## config.mk

```make
export PLATFORM = sky130hd
export DESIGN_NAME = qam_burst_ctrl
export DESIGN_NICKNAME = d
export VERILOG_FILES = /design/src/rtl/qam_pkg.sv /design/src/rtl/qam_phase_cnt.sv /design/src/rtl/qam_burst_ctrl.sv
export SDC_FILE = /design/constraint.sdc
export NUM_CORES = 1
export LEC_CHECK = 0
export ABC_AREA = 1
export ABC_CLOCK_PERIOD_IN_PS = 2700
export CAP_MARGIN = 20
export CORE_MARGIN = 10
export CORE_UTILIZATION = 45
export DETAILED_ROUTE_END_ITERATION = 8
export PLACE_DENSITY = 0.71
export SYNTH_ARGS = -nofsm -noshare
export SYNTH_HDL_FRONTEND = slang
export SYNTH_SLANG_ARGS = --single-unit
export TNS_END_PERCENT = 100
```

## constraint.sdc

```tcl
create_clock -name clk -period 2.7 [get_ports clk]
set_input_delay 0.405 -clock clk [delete_from_list [all_inputs] [get_ports clk]]
set_output_delay 0.405 -clock clk [all_outputs]
set_load 0.005 [all_outputs]
```

## src/rtl/qam_pkg.sv

```systemverilog
`default_nettype none
// ============================================================================
//  Module      : qam_pkg
//  Description : Shared definitions for the QAM burst controller: FSM state
//                encoding, sample-source select codes, default oversampling.
//                Macro QAM_PREAMBLE_EN adds the PREAMBLE state.
//  Revision    : 1.0 - initial release
// ============================================================================
package qam_pkg;

    // log2 of samples per symbol used when the instantiation does not override it
    localparam int OSR_LOG2_DEF = 4;

    typedef enum logic [2:0] {
        ST_IDLE  = 3'd0,
`ifdef QAM_PREAMBLE_EN
        ST_PRE   = 3'd1,
`endif
        ST_PAY   = 3'd2,
        ST_FLUSH = 3'd3,
        ST_DONE  = 3'd4
    } state_t;

    // Sample-source select codes driven on sel_src
    localparam logic [1:0] SRC_ZERO = 2'b00;
    localparam logic [1:0] SRC_PRE  = 2'b01;
    localparam logic [1:0] SRC_PAY  = 2'b10;

    // A burst is in progress in every state except IDLE and DONE
    function automatic logic is_busy(input state_t s);
        return (s != ST_IDLE) && (s != ST_DONE);
    endfunction

endpackage
`default_nettype wire

```

## src/rtl/qam_phase_cnt.sv

```systemverilog
`default_nettype none
// ============================================================================
//  Module      : qam_phase_cnt
//  Description : Free-running sample-phase counter within a symbol period,
//                with synchronous clear, count enable and a wrap strobe that
//                flags the last sample of the symbol.
//  Revision    : 1.0 - initial release
// ============================================================================
module qam_phase_cnt #(
    parameter int WIDTH = 4
) (
    input  logic             clk,
    input  logic             rst_n,
    input  logic             clr_i,
    input  logic             en_i,
    output logic [WIDTH-1:0] phase_o,
    output logic             wrap_o
);

    logic [WIDTH-1:0] phase_q;

    // Clear has priority over counting; the counter wraps naturally at 2^WIDTH
    always_ff @(posedge clk or negedge rst_n) begin
        if (!rst_n) begin
            phase_q <= '0;
        end else if (clr_i) begin
            phase_q <= '0;
        end else if (en_i) begin
            phase_q <= phase_q + WIDTH'(1);
        end
    end

    assign phase_o = phase_q;
    assign wrap_o  = en_i && (phase_q == {WIDTH{1'b1}});

endmodule
`default_nettype wire

```

## src/rtl/qam_burst_ctrl.sv

```systemverilog
`default_nettype none
// ============================================================================
//  Module      : qam_burst_ctrl
//  Description : Burst sequencer for a QAM transmitter: preamble, payload and
//                flush symbols, one mapper strobe per symbol period, zero
//                stuffing between strobes, payload handshake and underrun flag.
//                Macro QAM_PREAMBLE_EN enables the preamble phase; without it
//                bursts start directly with payload.
//  Revision    : 1.0 - initial release
// ============================================================================
module qam_burst_ctrl
    import qam_pkg::*;
#(
    parameter int OSR_LOG2  = OSR_LOG2_DEF,
    parameter int PRE_LEN   = 8,
    parameter int FLUSH_LEN = 4
) (
    input  logic                clk,
    input  logic                rst_n,
    input  logic                start,
    input  logic                abort,
    input  logic [7:0]          payload_len,
    input  logic                sym_valid,
    output logic                sym_ready,
    output logic                ready_mapper,
    output logic                sel_zero_pad,
    output logic [1:0]          sel_src,
    output logic [2:0]          pre_idx,
    output logic [OSR_LOG2-1:0] sel_carrier,
    output logic                busy,
    output logic                done,
    output logic                underrun
);

    // Symbol counter must cover the longest configured phase
    localparam int c_len_a   = (PRE_LEN > FLUSH_LEN) ? PRE_LEN : FLUSH_LEN;
    localparam int c_max_len = (c_len_a > 255) ? c_len_a : 255;
    localparam int c_cnt_w   = $clog2(c_max_len + 1);

    state_t               state_q, state_d, w_after;
    logic [c_cnt_w-1:0]   cnt_q, cnt_d, w_last;
    logic [7:0]           len_q, len_d;
    logic                 ready_mapper_q, sel_zero_pad_q, sym_ready_q;
    logic                 busy_q, done_q, underrun_q;
    logic [1:0]           sel_src_q, sel_src_d;
    logic                 w_accept, w_wrap, w_phase_clr, w_phase_en;
    logic                 w_zero_next, w_slot_miss;
    logic [OSR_LOG2-1:0]  w_phase;

    qam_phase_cnt #(
        .WIDTH (OSR_LOG2)
    ) u_phase (
        .clk     (clk),
        .rst_n   (rst_n),
        .clr_i   (w_phase_clr),
        .en_i    (w_phase_en),
        .phase_o (w_phase),
        .wrap_o  (w_wrap)
    );

    // Next-state, symbol counting and burst-length latch; abort overrides all
    always_comb begin
        state_d  = state_q;
        cnt_d    = cnt_q;
        len_d    = len_q;
        w_accept = 1'b0;
        w_last   = '0;
        w_after  = ST_IDLE;
        case (state_q)
            ST_IDLE: begin
                if (start && !abort && (payload_len != 8'd0)) begin
                    w_accept = 1'b1;
                    len_d    = payload_len;
                    cnt_d    = '0;
`ifdef QAM_PREAMBLE_EN
                    state_d  = ST_PRE;
`else
                    state_d  = ST_PAY;
`endif
                end
            end
`ifdef QAM_PREAMBLE_EN
            ST_PRE: begin
                w_last  = c_cnt_w'(PRE_LEN - 1);
                w_after = ST_PAY;
            end
`endif
            ST_PAY: begin
                w_last  = c_cnt_w'(len_q) - c_cnt_w'(1);
                w_after = ST_FLUSH;
            end
            ST_FLUSH: begin
                w_last  = c_cnt_w'(FLUSH_LEN - 1);
                w_after = ST_DONE;
            end
            default: state_d = ST_IDLE;
        endcase
        if (is_busy(state_q)) begin
            if (abort) begin
                state_d = ST_IDLE;
                cnt_d   = '0;
            end else if (w_wrap) begin
                if (cnt_q == w_last) begin
                    state_d = w_after;
                    cnt_d   = '0;
                end else begin
                    cnt_d = cnt_q + c_cnt_w'(1);
                end
            end
        end
    end

    // Phase runs only while a burst continues; any entry/exit forces it to 0
    assign w_phase_en  = is_busy(state_q);
    assign w_phase_clr = !is_busy(state_q) || !is_busy(state_d);
    assign w_zero_next = w_phase_clr || w_wrap;
    // A payload slot was offered but nothing was there to take
    assign w_slot_miss = sym_ready_q && !sym_valid;

    // Source select for the next cycle; a missed payload slot demotes the
    // current symbol to zero for the remainder of its period
    always_comb begin
        sel_src_d = SRC_ZERO;
        case (state_d)
`ifdef QAM_PREAMBLE_EN
            ST_PRE: sel_src_d = SRC_PRE;
`endif
            ST_PAY: begin
                if (w_zero_next)      sel_src_d = SRC_PAY;
                else if (w_slot_miss) sel_src_d = SRC_ZERO;
                else                  sel_src_d = sel_src_q;
            end
            default: sel_src_d = SRC_ZERO;
        endcase
    end

    // FSM state and all registered outputs, derived from the next state/phase
    always_ff @(posedge clk or negedge rst_n) begin
        if (!rst_n) begin
            state_q        <= ST_IDLE;
            cnt_q          <= '0;
            len_q          <= '0;
            busy_q         <= 1'b0;
            ready_mapper_q <= 1'b0;
            sel_zero_pad_q <= 1'b1;
            sym_ready_q    <= 1'b0;
            done_q         <= 1'b0;
            underrun_q     <= 1'b0;
            sel_src_q      <= SRC_ZERO;
        end else begin
            state_q        <= state_d;
            cnt_q          <= cnt_d;
            len_q          <= len_d;
            busy_q         <= is_busy(state_d);
            ready_mapper_q <= is_busy(state_d) && w_zero_next;
            sel_zero_pad_q <= !(is_busy(state_d) && w_zero_next);
            sym_ready_q    <= (state_d == ST_PAY) && w_zero_next;
            done_q         <= (state_d == ST_DONE);
            underrun_q     <= w_accept ? 1'b0 : (underrun_q | w_slot_miss);
            sel_src_q      <= sel_src_d;
        end
    end

`ifdef QAM_PREAMBLE_EN
    logic [2:0] pre_idx_q;

    // Preamble ROM index follows the preamble symbol count modulo 8
    always_ff @(posedge clk or negedge rst_n) begin
        if (!rst_n) begin
            pre_idx_q <= 3'd0;
        end else begin
            pre_idx_q <= (state_d == ST_PRE) ? cnt_d[2:0] : 3'd0;
        end
    end

    assign pre_idx = pre_idx_q;
`else
    assign pre_idx = 3'd0;
`endif

    assign sym_ready    = sym_ready_q;
    assign ready_mapper = ready_mapper_q;
    assign sel_zero_pad = sel_zero_pad_q;
    assign sel_src      = sel_src_q;
    assign sel_carrier  = w_phase;
    assign busy         = busy_q;
    assign done         = done_q;
    assign underrun     = underrun_q;

endmodule
`default_nettype wire

```

# After elaboration in Yosys (flattened, before gate mapping)
# Index checks and enable logic that the tools add are counted.
# totals
output_inout_bits	15
register_bits	31
elab_cells	68
# op_classes
n_eq_ne	9
n_reduce_logical	22
n_addsub	3
bitwise	1
n_mux	22
# op_table
operator	n
two-way mux 8 bit	6
one-hot mux 8 bit (2 select lines)	1
two-way mux 3 bit	5
one-hot mux 3 bit (2 select lines)	2
equality test 3 x 2 -> 1 bit, second input constant	3
inequality test 3 bit, second input constant	3
adder 8 x 1 -> 8 bit, second input constant	1
equality test 8 bit	1
logical AND 1 bit	8
two-way mux 4 bit	2
nonzero test 8 bit	1
subtractor 8 x 1 -> 8 bit, second input constant	1
two-way mux 2 bit	3
nonzero test 3 bit	2
logical NOT 1 bit	5
adder 4 x 1 -> 4 bit, second input constant	1
equality test 4 bit, second input constant	1
equality test 3 bit, second input constant	1
logical NOT 3 bit	1
two-way mux 1 bit	3
logical OR 1 bit	2
AND reduction 2 bit	1
nonzero test 2 bit	1
OR reduction 2 bit	1
OR 1 bit	1

# Longest topological paths before layout
# logic_depth
word_depth	16
mapped_depth	16
depth_no_buf	16

# By module
# A second synthesis with hierarchy kept.
# hier_totals
cells_unflattened	256
hier_area_um2	1913.1
# by_module_without_submodules
module	n_inst	area_each_um2	cells_each
qam_burst_ctrl	1	1691.6	229
qam_phase_cnt	1	221.5	27

# Worst setup path after synthesis
# No wires, ideal clock.
# synth_timing
kind	register -> register
startpoint	register len_q[0]
endpoint	register u_phase.phase_q[0], in the netlist u_phase.phase_o[0]
t_required_ps	2579
arrival_time_ps	1729
path_stages_with_launch	14
n_path_buf	0
slack_ps	849
path_cell_list	dfrtp_1 > clkinv_1 > ha_1 > nand2_1 > nand3_1 > nand2_1 > nor2_1 > nand3_2 > nor2_2 > nand4_4 > nand2_4 > nand2_1 > nand2_1 > nor2_1
# synth_via
elab_chain_len	12
word_cells_on_any_way	14
classes_between	add/sub (1); eq/ne (2); mux (6); reduce/logical (5)
# synth_lines
item	line	text
start, declared	qam_burst_ctrl.sv:42	logic [7:0] len_q, len_d;
start signal, assigned	qam_burst_ctrl.sv:153	len_q <= len_d;
subtractor 8 x 1 -> 8 bit *	qam_burst_ctrl.sv:89	w_last = c_cnt_w'(len_q) - c_cnt_w'(1);
one-hot mux 8 bit (2 select lines) *	qam_burst_ctrl.sv:69	case (state_q)
equality test 8 bit *	qam_burst_ctrl.sv:103	if (cnt_q == w_last) begin
two-way mux 3 bit *	qam_burst_ctrl.sv:103	
two-way mux 3 bit *	qam_burst_ctrl.sv:102	end else if (w_wrap) begin
two-way mux 3 bit *	qam_burst_ctrl.sv:99	if (abort) begin
two-way mux 3 bit *	qam_burst_ctrl.sv:98	if (is_busy(state_q)) begin
inequality test 3 bit or nonzero test 3 bit (tied branches)	qam_pkg.sv:31	return (s != ST_IDLE) && (s != ST_DONE);
logical AND 1 bit *	qam_pkg.sv:31	
logical NOT 1 bit *	qam_burst_ctrl.sv:115	assign w_phase_clr = !is_busy(state_q) || !is_busy(state_d);
logical OR 1 bit *	qam_burst_ctrl.sv:115	
two-way mux 4 bit or nonzero test 2 bit (tied branches)	n/a	
end signal, assigned	qam_phase_cnt.sv:29	phase_q <= phase_q + WIDTH'(1);
end, declared	qam_phase_cnt.sv:20	logic [WIDTH-1:0] phase_q;
# Mark *: on every way between the ends. The rest lies on a longest branch, timed or not.
# A chain may end at the register's enable or synchronous reset.

# Worst setup path after layout
# layout_timing
startpoint	register len_q[0]
endpoint	register u_phase.phase_q[2], in the netlist u_phase.phase_o[2]
# Same word-level chain as after synthesis.

==> out/qor.txt <==
proportion of layout cells with a drive suffix above 1: 10.3%
WL final: 4.37 mm
reg2reg setup slack: 0.55 ns
CTS tree: yes
Netlist Area Pre-Place: 1880 µm²
Cell Count, Final, Fillers Out: 332
first-pass GRT wire length: 7.52 mm
Syn. warnings: 0
port bufs: 23
initial core utilization: 46.8%
nets: 297
ranking of synthesized cells by area: dfrtp_1, nand2_1, inv_1
Die X: 84.7 µm
#FFs+latches synth: 30
post-route ant nets: 0
area post-placement: 2160 µm²
hpwl dp: 3.40 mm
Reg2Reg Depth: 14
run status: finished, final reports clean
largest net degree at the start of global routing: 18
worst r2r src: len_q[0]
headroom to the max-slew limit: 60.2%
required time of the worst setup path: 2.87 ns
post-synth top area share: 38.5%
Max Slew Vio Count: 0
vias in the first global route: 1636
Area Overhead vs Synth: 19.3%
wire per inst: 13.2 µm
synth unique cells: 34
n_diodes: 0
Startpoint Class: register
Worst Hold Class: in2async
Boundary Pins: 28
Power Dens Cells: 488 nW/µm²
period utilization: 79.7%
Cells after Synth: 252
hold buffer count at cts: 0
initial antenna violation count: 0
Syn Area/Cell: 7.48 µm²
initial drt markers: 128
setup TNS: 0 ns
Min Hold Slack: 0.492 ns
Top FF cell, synth: dfrtp_1
CTS max path bufs: 2
RR Endpoint: u_phase.phase_o[2]
CTS resizes: 0
Worst-Skew Late Latency: 0.29 ns
final critical-path required period: 2.15 ns
top-count cell post-synth: nand2_1
post-route design area: 2250 µm²
CP Capture Type: register
CTS Buf Count: 5
fmax: 465 MHz
Worst VDD drop: 0.322 mV
RSZ-0062 raised after global routing: false
Arr. time, crit path: 2.33 ns
crit path kind: reg2reg
clk_skew: 0.00354 ns
CTS sink count: 30
worst-path maximum fanout: 8
crit path capture: u_phase.phase_o[2]
Inst Count DP: 324
grt total ovfl: 0
Async S/R FF share, synth: 100%
Vias/cell: 5.10
CTS clk-pin slew, worst paths: 0.06 ns
core box area: 4030 µm²
Worst Setup SP: len_q[0]
Tot GR Track Use: 12.7%
EDFF count, synth: 0
H-tree depth: 2
Tightest Pin Transition: 0.595 ns
Via Count: 1694
chip height: 84.7 µm
Root Driver: clkbuf_8
leakage power: 1.07 nW
Rows: 23
setup repair bufs after CTS: 0
Pre-Repair DR Iteration Count: 4
total die area: 7180 µm²
Residual DRC: 0
sequential-to-total area share from yosys stat: 39.9%
Final setup viols: 0
Max-Cap Viols: 0
routability congestion estimate: 0.845
Yosys top cell by area: dfrtp_1
commonest cells in the netlist: nand2_1, inv_1, dfrtp_1, nor2_1, nand3_1
final hold vios: 0
==> cell families after synthesis <==
group | share of synthesized area, %
other cells | 0.199
buf+inv | 9.89
compound gates | 8.63
simple gates | 36.6
flops | 39.9
xor+xnor | 2.79
fa+ha+maj | 1.99
==> worst max-delay path, cell delays in order (launching register included) <==
cell and delay (ns):
dfrtp_1 0.36, clkinv_1 0.20, ha_1 0.33, inv_1 0.07, nand2_1 0.04, nand2_1 0.09
nand3_2 0.07, nand2_1 0.10, nand3_2 0.07, nor2_2 0.13, nand4_4 0.19, nand2_4 0.13
nand2_1 0.05, nand2_1 0.14, nor2_1 0.06
==> per-stage QoR <==
stage               total power, mW  setup slack [ns]  utilization [%]
floorplan                     0.650             0.849                -
global placement              0.725             0.587             53.5
detailed placement            0.728             0.588             53.5
CTS                            1.11             0.561             55.8
global route                   1.17             0.318             55.8
finish                         1.10             0.549             55.8
==> layout make-up <==
cell class / count / area [µm²]
fill: 390 / 1780
multi-input combinational: 182 / 957
sequential: 30 / 752
timing repair buffer: 25 / 245
inverter: 37 / 140
clock buffer: 7 / 86.3
tap: 50 / 62.6
clock inverter: 1 / 5.00
==> state kept, by name, indices dropped and copies added, names as in the netlist <==
| register | cells |
|---|---|
| busy | 1 |
| cnt_q | 8 |
| done | 1 |
| len_q | 8 |
| ready_mapper | 1 |
| sel_src | 1 |
| sel_zero_pad | 1 |
| state_q | 3 |
| sym_ready | 1 |
| u_phase.phase_o | 4 |
| underrun | 1 |
==> per-layer routing <==
metal	up-vias	part of all wire [%]	track usage (%)
li1	861	-	-
met1	790	45	14.8
met2	33	48	20.2
met3	10	5.1	3.86
met4	0	2.3	6.89
met5	-	0	0
==> report_power, final <==
part / switching, mW / internal, mW
combinational: 0.137 / 0.0817
sequential: 0.0225 / 0.480
clock: 0.171 / 0.205
total: 0.331 / 0.767
==> worst min-delay path by stage <==
stage / slack, ns / to / cells after the start / startpoint
CTS: 0.50 / u_phase.phase_o[0] / 1 / u_phase.phase_o[0]
global route: 0.51 / u_phase.phase_o[0] / 1 / u_phase.phase_o[0]
finish: 0.49 / sym_ready / 1 / rst_n
floorplan: 0.11 / busy / 0 / rst_n
detailed placement: 0.48 / u_phase.phase_o[0] / 1 / u_phase.phase_o[0]
global placement: 0.48 / u_phase.phase_o[0] / 1 / u_phase.phase_o[0]
==> placed cells by master (no fill, tap or decap), types with 2 or more instances in the layout <==
cell type,instances
clkinv_2,2
a21oi_1,12
nand3_2,5
clkinv_1,2
nor2_2,2
dfrtp_1,29
nand4_1,10
o21ai_0,12
nand2_1,64
inv_2,2
nor2_4,2
nand2_2,2
nor3_1,5
nor4_1,2
nand3_1,17
conb_1,4
buf_4,2
ha_1,3
nor2_1,27
xor2_1,5
clkbuf_8,6
clkdlybuf4s50_1,23
inv_1,32
(Power assumes the default switching activity.)
